--- src/rtl/alu_arbiter.sv ---
// Two-requester round-robin arbiter in front of a shared ALU.
// One transaction is outstanding at a time. NOP and unknown op codes are
// answered locally, and a timeout bounds the time spent waiting on the ALU.
module alu_arbiter #(
    parameter int unsigned DATA_W         = 32,
    parameter int unsigned TIMEOUT_CYCLES = 255
) (
    input  logic              clk,
    input  logic              rst,
    input  logic [1:0]        req,
    input  logic [7:0]        req_op0,
    input  logic [7:0]        req_op1,
    input  logic [DATA_W-1:0] req_a0,
    input  logic [DATA_W-1:0] req_b0,
    input  logic [DATA_W-1:0] req_a1,
    input  logic [DATA_W-1:0] req_b1,
    output logic [1:0]        gnt,
    output logic              alu_valid,
    output logic [7:0]        alu_op,
    output logic [DATA_W-1:0] alu_a,
    output logic [DATA_W-1:0] alu_b,
    input  logic              alu_ready,
    input  logic              alu_done,
    input  logic [DATA_W-1:0] alu_result,
    input  logic [7:0]        alu_status,
    output logic [1:0]        rsp_valid,
    output logic [DATA_W-1:0] rsp_result,
    output logic [7:0]        rsp_status
);

    localparam logic [7:0] OP_NOP    = 8'h00;
    localparam logic [7:0] OP_AND    = 8'h01;
    localparam logic [7:0] OP_OR     = 8'h02;
    localparam logic [7:0] OP_XOR    = 8'h03;
    localparam logic [7:0] OP_ADD    = 8'h10;
    localparam logic [7:0] OP_SUB    = 8'h20;
    localparam logic [7:0] OP_RST_ST = 8'hFF;

    localparam logic [7:0] ST_OK      = 8'h00;
    localparam logic [7:0] ST_TIMEOUT = 8'h01;
    localparam logic [7:0] ST_INVALID = 8'h80;

    localparam int unsigned CNT_W = $clog2(TIMEOUT_CYCLES + 2);
    // The counter is compared one step early so that it "reaches"
    // TIMEOUT_CYCLES on the same edge that leaves ISSUE/WAIT.
    localparam logic [CNT_W-1:0] CNT_LAST = CNT_W'(TIMEOUT_CYCLES - 1);

    typedef enum logic [1:0] {IDLE, ISSUE, WAIT, RESP} state_t;

    state_t            state;
    logic              last;      // requester served most recently
    logic              sel;       // requester owning the current transaction
    logic [CNT_W-1:0]  cnt;
    logic [DATA_W-1:0] res_q;
    logic [7:0]        st_q;

    logic              pick;
    logic [7:0]        op_sel;
    logic [DATA_W-1:0] a_sel;
    logic [DATA_W-1:0] b_sel;
    logic              op_ok;
    logic              timed_out;

    // Round-robin choice, selected command and op-code classification.
    always_comb begin
        pick = 1'b0;
        if (req[0] && req[1]) begin
            pick = ~last;
        end else if (req[1]) begin
            pick = 1'b1;
        end
        op_sel = pick ? req_op1 : req_op0;
        a_sel  = pick ? req_a1  : req_a0;
        b_sel  = pick ? req_b1  : req_b0;
        unique case (op_sel)
            OP_AND, OP_OR, OP_XOR, OP_ADD, OP_SUB, OP_RST_ST: op_ok = 1'b1;
            default:                                          op_ok = 1'b0;
        endcase
        timed_out = (cnt >= CNT_LAST);
    end

    // Transaction FSM with registered grant, ALU command and response outputs.
    always_ff @(posedge clk) begin
        if (rst) begin
            state      <= IDLE;
            last       <= 1'b1;
            sel        <= 1'b0;
            cnt        <= '0;
            res_q      <= '0;
            st_q       <= '0;
            gnt        <= '0;
            alu_valid  <= 1'b0;
            alu_op     <= '0;
            alu_a      <= '0;
            alu_b      <= '0;
            rsp_valid  <= '0;
            rsp_result <= '0;
            rsp_status <= '0;
        end else begin
            gnt       <= '0;
            rsp_valid <= '0;
            unique case (state)
                IDLE: begin
                    if (|req) begin
                        gnt    <= pick ? 2'b10 : 2'b01;
                        last   <= pick;
                        sel    <= pick;
                        alu_op <= op_sel;
                        alu_a  <= a_sel;
                        alu_b  <= b_sel;
                        cnt    <= '0;
                        if (op_ok) begin
                            state     <= ISSUE;
                            alu_valid <= 1'b1;
                        end else begin
                            state <= RESP;
                            res_q <= '0;
                            st_q  <= (op_sel == OP_NOP) ? ST_OK : ST_INVALID;
                        end
                    end
                end
                ISSUE: begin
                    cnt <= cnt + 1'b1;
                    if (timed_out) begin
                        state     <= RESP;
                        alu_valid <= 1'b0;
                        res_q     <= '0;
                        st_q      <= ST_TIMEOUT;
                    end else if (alu_ready) begin
                        state     <= WAIT;
                        alu_valid <= 1'b0;
                    end
                end
                WAIT: begin
                    cnt <= cnt + 1'b1;
                    if (timed_out) begin
                        state <= RESP;
                        res_q <= '0;
                        st_q  <= ST_TIMEOUT;
                    end else if (alu_done) begin
                        state <= RESP;
                        res_q <= alu_result;
                        st_q  <= alu_status;
                    end
                end
                RESP: begin
                    rsp_valid  <= sel ? 2'b10 : 2'b01;
                    rsp_result <= res_q;
                    rsp_status <= st_q;
                    state      <= IDLE;
                end
                default: state <= IDLE;
            endcase
        end
    end

endmodule

--- config.mk ---
export PLATFORM = sky130hd
export DESIGN_NAME = alu_arbiter
export DESIGN_NICKNAME = d
export VERILOG_FILES = /design/src/rtl/alu_arbiter.sv
export SDC_FILE = /design/constraint.sdc
export NUM_CORES = 1
export LEC_CHECK = 0
export BUFFER_PORTS_ARGS = -buffer_cell sky130_fd_sc_hd__buf_2
export CORE_UTILIZATION = 44
export DETAILED_ROUTE_END_ITERATION = 7
export PLACE_DENSITY = 0.76
export SLEW_MARGIN = 20
export SYNTH_ARGS = -nofsm -noshare
export SYNTH_HDL_FRONTEND = slang
export SYNTH_SLANG_ARGS = --single-unit
--- constraint.sdc ---
create_clock -name clk -period 2.26 [get_ports clk]
set_input_delay 0.452 -clock clk [delete_from_list [all_inputs] [get_ports clk]]
set_output_delay 0.452 -clock clk [all_outputs]
set_load 0.02 [all_outputs]
After elaboration in Yosys (flattened, before gate mapping)
Index checks and enable logic that the tools add are counted.
- equal/unequal tests: 15
- multiplexer cells: 35
- add/subtract/negate cells: 1
- order comparisons: 1
- bitwise logic cells: 4
- reduce and logical (&&, ||, !) cells: 16
- operators with widths (kind ; number):
    $mux 32 ; 7
    $pmux 32 s3 ; 1
    $mux 8 ; 7
    $pmux 8 s3 ; 1
    $pmux 9 s2 ; 1
    $eq 8x2->1 const B ; 2
    $mux 2 ; 8
    $add 9x1->9 const B ; 1
    $ge 9x8->1 const B ; 1
    $mux 9 ; 1
    $eq 8x1->1 const B ; 1
    $eq 8x5->1 const B ; 1
    $eq 8x6->1 const B ; 1
    $eq 8x8->1 const B ; 1
    $logic_not 8->1 ; 1
    $ne 2x2->1 const B ; 4
    $pmux 2 s4 ; 1
    $mux 1 ; 7
    $ne 3x3->1 const B ; 2
    $reduce_or 2->1 ; 3
    $reduce_or 6->1 ; 1
    $reduce_and 5->1 ; 1
    $eq 2x2->1 const B ; 2
    $not 1->1 ; 4
    10 further kinds ; 12
- bits in registers: 170
- input port bits: 190
- output and inout port bits: 117
- logic and storage cells: 86

Longest topological paths before layout
- depth after elaboration: 9
- depth in mapped cells: 9
- gate-level depth less buffers: 7

Worst setup path after synthesis
No wires, ideal clock.
- path kind: reg-to-reg
- start: reg state[0]
- end: reg alu_a[28]
- path slack: 0.114 ns
- path buffers: 3
- arrival time: 2.008 ns
- period minus slack after synthesis: 2.146 ns
- stages on the path, launching flop included: 9
- data required time: 2.123 ns
- setup time: 0.137 ns
- path through: dfxtp_1 inv_1 ha_1 clkbuf_1 inv_1 nor2_1 clkbuf_1 buf_1 a211oi_1
- word-level cells in the longest chain between the ends: 2
- RTL lines (element ; line ; source):
    from (decl) ; 50 ; state_t state;
    from (signal assigned) ; 85 ; state <= IDLE;
    from (signal assigned) ; 113 ; state <= ISSUE;
    from (signal assigned) ; 116 ; state <= RESP;
    $logic_not 2->1 ; 102 ; unique case (state)
    $reduce_and 2->1 (no source line) ; -- ;
    to (signal assigned) ; 109 ; alu_a <= a_sel;
    to (decl) ; 20 ; output logic [DATA_W-1:0] alu_a,
Every way passes these cells.
A chain may end at the register's enable or synchronous reset.

Worst setup path in the final report
- start: reg cnt[1]
- end: reg res_q[3]
- word-level cells in the longest chain between the ends: 3
- elaborated cells between the ends (all ways): 6
- those cells by class: order compare (1); eq/ne (2); mux (2); reduce/logical (1)
- RTL lines (element ; line ; source):
    from (decl) ; 53 ; logic [CNT_W-1:0] cnt;
    from (signal assigned) ; 123 ; cnt <= cnt + 1'b1;
    from (signal assigned) ; 135 ; cnt <= cnt + 1'b1;
    $ge 9x8->1 (*) ; 79 ; timed_out = (cnt >= CNT_LAST);
    $ne 3x3->1 (no source line) (tied with other cells) ; -- ;
    $reduce_and 5->1 (no source line) or $pmux 32 s3 (tied branches) ; -- ;
    to (signal assigned) ; 142 ; res_q <= alu_result;
    to (decl) ; 54 ; logic [DATA_W-1:0] res_q;
Mark *: on every way between the ends. The rest lies on a longest branch, timed or not.

==> impl_metrics.tcl <==
set metrics [dict create \
    netlist_instances 758 \
    synthesis.nets 956 \
    ys_seq_area_share_pct 45.6 \
    place_area_um2 9240 \
    worstSetupPathType "reg2reg" \
    synth_edf_count 0 \
    placed_cells 1251 \
    yosys.area_share.simple_pct 16.2 \
    startpoint_type "flop" \
    initial_core_util_pct 45.1 \
    pre_cts_ws_ns -0.170 \
    p_switching_uw 4300 \
    die_w_um 132 \
    first_pass_iters 5 \
    maxSlewHeadroom_pct 59.6 \
    tns_ns 0 \
    seqPwrFrac_pct 35.0 \
    arrival_ns 2.31 \
    cts_hold_buffers 0 \
    synth_flop_cell "dfxtp_1" \
    die-area_um2 17500 \
    synth_top_family_by_area "multiplexers" \
    nets 1249 \
    cts_setup_buffers 0 \
    grtUsageTotal_pct 21.9 \
    clockRootBuffer "clkbuf_16" \
    hold_path_class "in2reg" \
    required_ns 2.56 \
    cp-endpoint "res_q[3]$_SDFFE_PP0P_" \
    avgSynthCellArea_um2 9.86 \
    ioPinCount 307 \
    synth-adder-area-share_pct 1.34 \
    placementRows 47 \
    hold_viol_final 0 \
    grt_start_max_net_pins 119 \
    finalClockSkew_ns 0.0106 \
    period_minus_slack_ns 2.01 \
    route.detailed.drc 0 \
    critPathLaunch "cnt[1]$_SDFFE_PP0P_" \
    routedWlPerCell_um 15.3 \
    area_delta_synth_final_pct 32.4 \
    num_vias 6389 \
    via_per_inst 4.98 \
    hold_depth 3 \
    worstReg2RegStart "cnt[1]$_SDFFE_PP0P_" \
    path_clk_slew_ns 0.07 \
    rrSetupSlack_ns 0.25 \
    drt_iter0_markers 258 \
    ir_drop_uv 644 \
    overflow 0 \
    p_leak_uw 0.00442 \
    die_h_um 132 \
    post_cts_resized 0 \
    muxShareOfSynthArea_pct 20.7 \
    p_int_uw 7180 \
    p_comb_share_pct 37.9 \
    design_area_um2 9890 \
    cts_tree "done" \
    finalCritPeriodShare_pct 89.0 \
    h-tree-depth 4 \
    clk_path_buf_depth 2 \
    p_sw_share_pct 37.5 \
    clk_latency_ns 0.42 \
    ys_ff_latch 170 \
    drv_cap 0 \
    numCtsBuffers 17 \
    yosys.area.top_type "dfxtp_1" \
    drt-total-wl_um 19600 \
    cp-end-kind "flop" \
    antenna_found_initial 0 \
    tightest_slew_ns 0.605 \
    stdcell_count 1284 \
    synth_compound_area_share_pct 10.4 \
    cts.sinks 170 \
    reg2regPathDepth 7 \
    coreArea_um2 16600 \
    timing.rr.end "res_q[3]$_SDFFE_PP0P_" \
    power.density_nw_per_um2 1160 \
    place_hpwl_um 13900 \
    drive_gt1_share_pct 35.8 \
    synth-xor-area-share_pct 1.06 \
    rsz0062_at_grt "false" \
    synth.area.top_cells "dfxtp_1, mux2i_1, a211oi_1, nor2_1, or2b_1" \
    crit_fanout 18 \
    num_antenna_cells 0 \
    max_freq_mhz 497 \
    clockPowerShare_pct 27.1 \
    gp_congestion 0.802 \
    worst_slack_ns 0.248 \
    slew_viol_final 0 \
    yosys_warnings 0 \
    io_buffers 306 \
    grt_pass1_vias 6154 \
    grt_pass1_wl_um 30600 \
    setup_viol 0 \
    synthArstFlopShare_pct 0 \
    synth_area_um2 7470 \
    status "complete, no violations" \
    ys_types 48 \
    ant_nets 0 \
    yosys.area.top_type_share_pct 45.6 \
]
==> synth_stat cells, drive strengths merged (2+ instances only) <==
| library cell | number |
|---|---|
| dfxtp | 170 |
| mux2i | 153 |
| nor2 | 131 |
| a211oi | 76 |
| or2b | 40 |
| nand2 | 37 |
| clkbuf | 35 |
| buf | 20 |
| nand3 | 10 |
| ha | 8 |
| inv | 8 |
| nand4 | 8 |
| a21oi | 6 |
| or2 | 5 |
| xor2 | 5 |
| nor3 | 4 |
| nor3b | 4 |
| o21ai | 4 |
| xnor2 | 4 |
| o21a | 3 |
| a22oi | 2 |
| nor2b | 2 |
| nor4 | 2 |
| o211ai | 2 |
| o21bai | 2 |
| o32ai | 2 |
| or4 | 2 |
==> cells in the final DEF (no fill, tap or decap), types with 10 or more instances in the layout <==
master     netlist  layout
nor2_1         131     130
buf_4            4      18
nand2_1         37      37
clkbuf_16        0      18
buf_2            6     305
dfxtp_1        170     170
or2b_1          40      40
mux2i_1        152     152
a211oi_1        76      76
nand3_1         10      10
==> power by group through the flow <==
stage	clock network [uW]	registers, uW	logic [uW]
3_3_place_gp	0	4050	4210
3_5_place_dp	0	4060	4280
4_1_cts	3160	4020	4290
2_1_floorplan	0	4680	2470
6_report	3110	4020	4350
5_1_grt	3290	4100	4710
==> registers in the layout, indices dropped and copies added, names as in the netlist, 2 cells and up <==
| signal | flops |
|---|---|
| res_q | 32 |
| gnt | 2 |
| st_q | 8 |
| alu_op | 8 |
| rsp_status | 8 |
| rsp_valid | 2 |
| cnt | 9 |
| alu_b | 32 |
| state | 2 |
| alu_a | 32 |
| rsp_result | 32 |
==> layer usage <==
metal  track usage (%)  share of wire (%)
met1              26.8                 44
met2              37.0                 48
met3              5.84                6.2
met4              7.85                1.7
met5                 0                  0
==> per-stage QoR <==
step           hold slack, ns  utilization, %  power (uW)
2_1_floorplan           0.414               -        7150
3_3_place_gp            0.466            55.7        8260
3_5_place_dp            0.476            55.7        8350
4_1_cts                 0.246            59.5       11500
5_1_grt                 0.257            59.7       12100
6_report                0.267            59.7       11500
==> layout make-up <==
type	instances	area, um^2
Fill cell	1451	6690
Multi-Input combinational cell	523	3740
Sequential cell	170	3400
Timing Repair Buffer	331	1820
Clock buffer	17	425
Tap cell	220	275
Clock inverter	15	205
Inverter	8	30.0
==> how the worst min path moves through the flow <==
stage                                     startpoint                         end
final                                 alu_result[18]      res_q[18]$_SDFFE_PP0P_
after global routing                  alu_result[11]      res_q[11]$_SDFFE_PP0P_
after CTS                             alu_result[18]      res_q[18]$_SDFFE_PP0P_
after detailed placement       res_q[2]$_SDFFE_PP0P_  rsp_result[2]$_SDFFE_PP0N_
after global placement    rsp_result[6]$_SDFFE_PP0N_  rsp_result[6]$_SDFFE_PP0N_
after floorplan                     sel$_SDFFE_PP0P_     rsp_valid[0]$_SDFF_PP0_
==> cells by family after synthesis <==
group,Yosys count
flops,170
simple gates,250
fa+ha+maj,8
mux,154
xor+xnor,9
buf+inv,65
compound gates,102
==> worst max-delay path, cell delays in order, from the launching register on <==
cell	delay, ns
dfxtp_1	0.41
ha_1	0.17
o211ai_1	0.07
o21bai_1	0.51
o21a_1	0.27
o211ai_4	0.13
buf_12	0.19
mux2i_1	0.13
Power figures use the tool's default switching activity.
